`src/rtl/game_pkg.sv`:
```
// Shared definitions for the buzzer quiz judge: FSM state encoding,
// player ids and the default result-display hold length.
package game_pkg;

    typedef enum logic [2:0] {
        IDLE     = 3'd0,
        ARMED    = 3'd1,
        JUDGE    = 3'd2,
        HOLD     = 3'd3,
        WAIT_REL = 3'd4
    } state_t;

    localparam logic [1:0] P1 = 2'd0;
    localparam logic [1:0] P2 = 2'd1;
    localparam logic [1:0] P3 = 2'd2;
    localparam logic [1:0] P4 = 2'd3;

    // One second at the 50 MHz board clock.
    localparam int DEFAULT_HOLD_CYCLES = 50_000_000;

endpackage

```
`src/rtl/sat_counter.sv`:
```
// Up-counter that sticks at MAX; clr and rst both return it to zero.
module sat_counter #(
    parameter int W   = 8,
    parameter int MAX = 99
) (
    input  logic         clk,
    input  logic         rst,
    input  logic         inc,
    input  logic         clr,
    output logic [W-1:0] count
);

    localparam logic [W-1:0] MAX_V = W'(MAX);

    always_ff @(posedge clk) begin
        if (rst || clr) begin
            count <= '0;
        end else if (inc && (count != MAX_V)) begin
            count <= count + 1'b1;
        end
    end

endmodule

```
`src/rtl/round_judge.sv`:
```
// Quiz round judge: arms on a target, judges the first rising buzz, holds the
// verdict, then waits for release. ROUND_JUDGE_LOCKOUT_EN adds wrong-player lockout.
module round_judge
    import game_pkg::*;
#(
    parameter int SCORE_W     = 8,
    parameter int MAX_SCORE   = 99,
    parameter int HOLD_CYCLES = DEFAULT_HOLD_CYCLES
) (
    input  logic                 clk,
    input  logic                 rst,
    input  logic                 playerInputFlag,
    input  logic [1:0]           firstPlayerFlag,
    input  logic [7:0]           switchInput,
    input  logic                 allButtons,
    input  logic [7:0]           target,
    input  logic                 targetValid,
    output logic [4*SCORE_W-1:0] scores,
    output logic                 correctPulse,
    output logic                 wrongPulse,
    output logic [1:0]           lastPlayer,
    output logic                 roundActive,
    output logic                 needTarget,
    output logic [2:0]           state_dbg
);

    localparam int CNT_W = (HOLD_CYCLES > 1) ? $clog2(HOLD_CYCLES) : 1;
    localparam logic [CNT_W-1:0] HOLD_LAST = CNT_W'(HOLD_CYCLES - 1);

    state_t           state;
    logic [7:0]       target_q;
    logic             prev_flag;
    logic             last_correct;
    logic [CNT_W-1:0] hold_cnt;
    logic             match;
    logic             buzz_ok;
    logic [3:0]       score_inc;
`ifdef ROUND_JUDGE_LOCKOUT_EN
    logic [3:0]       lock_mask;
`endif

    always_comb begin
        match = (target_q == switchInput);
`ifdef ROUND_JUDGE_LOCKOUT_EN
        buzz_ok = playerInputFlag && !prev_flag && !lock_mask[firstPlayerFlag];
`else
        buzz_ok = playerInputFlag && !prev_flag;
`endif
        score_inc = '0;
        if (state == JUDGE && match) begin
            score_inc[firstPlayerFlag] = 1'b1;
        end
    end

    for (genvar i = 0; i < 4; i++) begin : g_score
        sat_counter #(
            .W  (SCORE_W),
            .MAX(MAX_SCORE)
        ) u_score (
            .clk  (clk),
            .rst  (rst),
            .inc  (score_inc[i]),
            .clr  (allButtons),
            .count(scores[i*SCORE_W +: SCORE_W])
        );
    end

    always_ff @(posedge clk) begin
        if (rst) begin
            state        <= IDLE;
            target_q     <= '0;
            prev_flag    <= 1'b0;
            last_correct <= 1'b0;
            hold_cnt     <= '0;
            correctPulse <= 1'b0;
            wrongPulse   <= 1'b0;
            lastPlayer   <= P1;
`ifdef ROUND_JUDGE_LOCKOUT_EN
            lock_mask    <= '0;
`endif
        end else begin
            prev_flag    <= playerInputFlag;
            correctPulse <= 1'b0;
            wrongPulse   <= 1'b0;
            // A game clear outranks whatever else arrives in the same cycle.
            if (allButtons) begin
                state    <= IDLE;
                hold_cnt <= '0;
`ifdef ROUND_JUDGE_LOCKOUT_EN
                lock_mask <= '0;
`endif
            end else begin
                case (state)
                    IDLE: begin
                        if (targetValid) begin
                            target_q <= target;
                            state    <= ARMED;
                        end
                    end
                    ARMED: begin
                        if (buzz_ok) begin
                            state <= JUDGE;
                        end
                    end
                    JUDGE: begin
                        lastPlayer   <= firstPlayerFlag;
                        last_correct <= match;
                        correctPulse <= match;
                        wrongPulse   <= !match;
`ifdef ROUND_JUDGE_LOCKOUT_EN
                        if (!match) begin
                            lock_mask[firstPlayerFlag] <= 1'b1;
                        end
`endif
                        hold_cnt <= '0;
                        state    <= HOLD;
                    end
                    HOLD: begin
                        if (hold_cnt == HOLD_LAST) begin
                            hold_cnt <= '0;
                            state    <= WAIT_REL;
                        end else begin
                            hold_cnt <= hold_cnt + 1'b1;
                        end
                    end
                    WAIT_REL: begin
                        if (!playerInputFlag) begin
`ifdef ROUND_JUDGE_LOCKOUT_EN
                            if (last_correct || (&lock_mask)) begin
                                state     <= IDLE;
                                lock_mask <= '0;
                            end else begin
                                state <= ARMED;
                            end
`else
                            state <= last_correct ? IDLE : ARMED;
`endif
                        end
                    end
                    default: state <= IDLE;
                endcase
            end
        end
    end

    assign roundActive = (state == ARMED) || (state == JUDGE) || (state == HOLD);
    assign needTarget  = (state == IDLE);
    assign state_dbg   = state;

endmodule
```
`config.mk`:
```
export PLATFORM = sky130hd
export DESIGN_NAME = round_judge
export DESIGN_NICKNAME = d
export VERILOG_FILES = /design/src/rtl/game_pkg.sv /design/src/rtl/sat_counter.sv /design/src/rtl/round_judge.sv
export SDC_FILE = /design/constraint.sdc
export NUM_CORES = 1
export LEC_CHECK = 0
export BUFFER_PORTS_ARGS = -buffer_cell sky130_fd_sc_hd__buf_4
export CAP_MARGIN = 15
export CORE_UTILIZATION = 44
export DETAILED_ROUTE_END_ITERATION = 10
export GPL_TIMING_DRIVEN = 0
export SLEW_MARGIN = 10
export SYNTH_ARGS = -nofsm -noshare
export SYNTH_HDL_FRONTEND = slang
export SYNTH_SLANG_ARGS = --single-unit
```
`constraint.sdc`:
```
create_clock -name clk -period 3.9 [get_ports clk]
set_input_delay 0.585 -clock clk [delete_from_list [all_inputs] [get_ports clk]]
set_output_delay 0.585 -clock clk [all_outputs]
set_load 0.03 [all_outputs]
```
# Word-level counts from Yosys, hierarchy flattened
# Index checks and enable logic that the tools add are counted.
# Widths: inputs -> output; s select.
totals:
  in_bits: 23
  reg_bits: 75
  elab_cells: 65
  output_inout_bits: 41
classes:
  addsub: 5
  reduce_logical: 19
  magnitude_cmp: 2
  n_eq_ne: 14
  n_bitwise: 2
  n_mux: 11
ops:
  columns: ["cell", "n"]
  rows:
  - ["$pmux 26 s2", 1]
  - ["$add 8x1->8 const B", 4]
  - ["$ne 8x7->1 const B", 4]
  - ["$add 26x1->26 const B", 1]
  - ["$eq 26x26->1 const B", 1]
  - ["$mux 26", 1]
  - ["$pmux 3 s5", 1]
  - ["$mux 3", 4]
  - ["$eq 8x8->1", 1]
  - ["$ne 2x2->1 const B", 4]
  - ["$logic_and 1x1->1", 7]
  - ["$eq 3x2->1 const B", 2]
  - ["$mux 4", 1]
  - ["$reduce_and 4->1", 1]
  - ["$eq 3x1->1 const B", 1]
  - ["$eq 3x3->1 const B", 1]
  - ["$logic_not 3->1", 1]
  - ["$logic_or 1x1->1", 3]
  - ["$lt 2x3->1 const B", 1]
  - ["$reduce_and 3->1", 1]
  - ["$reduce_or 3->1", 1]
  - ["$demux 1 s2", 1]
  - ["$ge 2x1->1 const B", 1]
  - ["$logic_not 1->1", 2]
  - ["5 further kinds", 7]

# Depth between registers and ports, before layout
depth:
  word_depth: 6
  mapped_depth: 8
  depth_no_buf: 6

# Hierarchy
# Synthesis repeated with hierarchy kept, for this count alone.
hier_totals:
  cells_unflattened: 457
  hier_area_um2: 3854.9
modules_own_cells:
  columns: ["module", "cells_per_inst", "instances", "area_per_inst_um2", "seq_area_each_um2"]
  rows:
  - ["round_judge", 273, 1, 2268.4, 860.8]
  - ["sat_counter", 46, 4, 396.6, 160.2]

# Worst setup path before layout
# Ideal clock, no wire load.
synth_path:
  path_type: "input to register"
  from: "input switchInput[0]"
  to: "register g_score[0].u_score.count[0]"
  t_arrival_ps: 2112
  cell_stages: 6
  t_required_ps: 3830
  slack_ps: 1717
  setup_time_ps: 70
  n_path_buf: 1
  cell_sequence: "xnor2_1 > nand4_1 > or4_4 > buf_2 > or3_1 > a21oi_1"
synth_between:
  elab_chain_len: 4
synth_rtl:
  columns: ["item", "line", "text"]
  rows:
  - ["start: declaration", "round_judge.sv:14", "input logic [7:0] switchInput,"]
  - ["$eq 8x8->1", "round_judge.sv:43", "match = (target_q == switchInput);"]
  - ["$logic_and 1x1->1", "round_judge.sv:50", "if (state == JUDGE && match) begin"]
  - ["$mux 4", "round_judge.sv:50", null]
  - ["$logic_and 1x1->1", "sat_counter.sv:18", "end else if (inc && (count != MAX_V)) begin"]
  - ["end signal: assignment", "sat_counter.sv:19", "count <= count + 1'b1;"]
  - ["end: declaration", "sat_counter.sv:10", "output logic [W-1:0] count"]
# Every way passes these cells.
# A chain may end at the register's enable or synchronous reset.

# Final worst setup path
layout_path:
  from: "register state[1], in the netlist state_dbg[1]"
  to: "register g_score[2].u_score.count[3]"
layout_between:
  elab_chain_len: 4
layout_rtl:
  columns: ["item", "line", "text"]
  rows:
  - ["start: declaration", "round_judge.sv:30", "state_t state;"]
  - ["start signal: assignment", "round_judge.sv:136", "state <= last_correct ? IDLE : ARMED;"]
  - ["$eq 3x2->1", "round_judge.sv:50", null]
  - ["$logic_and 1x1->1", "round_judge.sv:50", null]
  - ["$mux 4", "round_judge.sv:50", null]
  - ["$logic_and 1x1->1", "sat_counter.sv:18", null]
  - ["end signal: assignment", "sat_counter.sv:19", null]
  - ["end: declaration", "sat_counter.sv:10", null]
# Every way passes these cells.

==> metrics.txt <==
Area Overhead vs Synth=21.0%; clk sinks=75; reg2reg path depth=6; Final Skew=16.1 ps; CTS root buffer=clkbuf_8; arrival time worst endpoint=3060 ps; cell types with the highest counts after synthesis=dfxtp_1, nand2_1, nor2_1; synthesized area=3980 um2; Cell Rows=34; Placer Congestion=0.860; final setup vio count=0; Antenna Nets Post-Route=0; first-pass GRT wire length=18600 um; DP HPWL=8000 um; number of synthesis warnings=0; MaxCap Viol Count=0; DRT iter0 DRCs=204; Setup crit end kind=flip-flop; Total Die Area=9440 um2; io pins=64; sequential fraction of the synthesis area=0.377; WL/cell=16.6 um; outcome=finished clean; GRT overflow=0; synth top area cells=dfxtp_1, nand2_1, nor2_1, xnor2_1, nand3_1; die width=97.2 um; IO buf count=63; largest area contributor in the netlist=dfxtp_1; Max clock buf depth=2; initial antenna violation count=0; non-filler cells in the finished layout=687; Final Core Density=0.550; Core Box Area=8760 um2; worst path required time=4150 ps; pwr dens=329 nW/um2; RSZ-0062 raised after global routing=no; EDFF count, synth=0; Worst-Margin Slew=1210 ps; total track usage=0.248; fmax=0.356 GHz; DR pass1 iterations=5; largest net degree at the start of global routing=13; synth unique cells=49; Hold Path Depth=2; Crit Path Category=flip-flop to flip-flop; postcts setup bufs=0; max-slew violation count=0; Min Hold Slack=455 ps; min-delay worst type=input port to flip-flop; worst setup margin=1090 ps; DIE HEIGHT=97.2 um; period utilization=0.721; post-layout min period=2810 ps; Slew HR=0.193; post-synth top area share=0.377; CTS Buf Count=9; # DRC=0; count leader, synth=dfxtp_1; vias in the first global route=3768; Worst-path clk slew=80 ps; Placed Instance Area=4590 um2; Place WS=1190 ps; CTS tree=done; Final nets=603; Worst VDD drop=141 uV; wirelength, routed=11400 um; via count=4027; setup tns final=0 ps; Final Hold Fails=0; Inserted Diodes=0; Pleak=1.64 nW; Vias/cell=5.86; fillers=863; latest clock arrival within the worst-skew pair=370 ps; CTS resizes=0; fraction of layout cells with a size suffix above 1=0.164; CTS Hold Bufs=0; Initial Utilization=0.455; Post-Syn Instances=500; syn nets=529; Startpoint Class=flip-flop; Crit Path Max Fanout=10; Primary FF master, synth=dfxtp_1; Post-synth ARST share=0; post-placement cell count=671; Final Cell Area=4820 um2; htree depth=3; Power, Total=1.58 mW; number of synthesized register bits=75; syn_area_per_cell=7.97 um2
==> power breakdown <==
| group | internal, mW | switching [mW] |
|---|---|---|
| Sequential | 0.771 | 0.00373 |
| Clock | 0.395 | 0.309 |
| Combinational | 0.0404 | 0.0658 |
| Total | 1.21 | 0.379 |
==> kinds of logic after synthesis <==
| group | count (synthesis) | synth area share |
|---|---|---|
| xor gates and xnor gates | 23 | 0.0506 |
| DFF | 75 | 0.377 |
| adders and majority gates | 6 | 0.0188 |
| AOI/OAI and AO/OA | 80 | 0.127 |
| buffers and inverters | 31 | 0.0302 |
| muxes | 14 | 0.0352 |
| and+or+nand+nor | 271 | 0.362 |
==> worst max-delay path, stage by stage, from the launching register on <==
cell	delay, ps
dfxtp_1	350
buf_2	240
nor3b_1	990
nand3_1	390
nor3_1	440
and3_1	210
o21ai_0	80
==> cell type report <==
cell class,instances,area [um2],area share
inverter,2,7.51,0.00156
tap,108,135,0.0280
buffer,29,113,0.0234
sequential,75,1500,0.312
clock buffer,12,155,0.0322
timing repair buffer,63,473,0.0981
multi-input combinational,394,2360,0.490
clock inverter,4,72.6,0.0151
==> registers in the layout, summed over array words and instances (netlist names) <==
signal,count
correctPulse,1
g_score.u_score.count,32
hold_cnt,26
lastPlayer,2
last_correct,1
prev_flag,1
state_dbg,3
target_q,8
wrongPulse,1
==> cell usage in the layout (no fill, tap or decap), drive strengths merged, types with 6 or more instances in the layout <==
master / Yosys / final
nand2: 63 / 63
a31oi: 14 / 14
buf: 5 / 68
ha: 6 / 6
xnor2: 21 / 21
o21ai: 17 / 17
a21oi: 24 / 24
nor4: 19 / 19
nand4: 23 / 23
nor3: 17 / 17
nor2: 53 / 53
and4: 7 / 7
dfxtp: 75 / 75
or4: 9 / 9
or3: 11 / 11
clkbuf: 24 / 36
mux2i: 14 / 14
nand3: 30 / 30
==> worst paths after layout <==
check / start / slack [ps] / end
max: state_dbg[1] / 1090 / g_score[2].u_score.count[3]
min: playerInputFlag / 460 / prev_flag
max reg2reg: state_dbg[1] / 1090 / g_score[2].u_score.count[3]
min reg2reg: last_correct / 490 / last_correct
==> per-layer routing <==
layer | track usage | share of wire | routed length [um] | vias to the layer above
met5 | 0 | 0 | 0 | -
met3 | 0.0432 | 0.055 | 623 | 23
met4 | 0.107 | 0.024 | 277 | 0
met1 | 0.330 | 0.46 | 5260 | 1892
met2 | 0.394 | 0.46 | 5210 | 128
li1 | - | - | - | 1984
No activity file was read; power rests on OpenSTA's default activity.
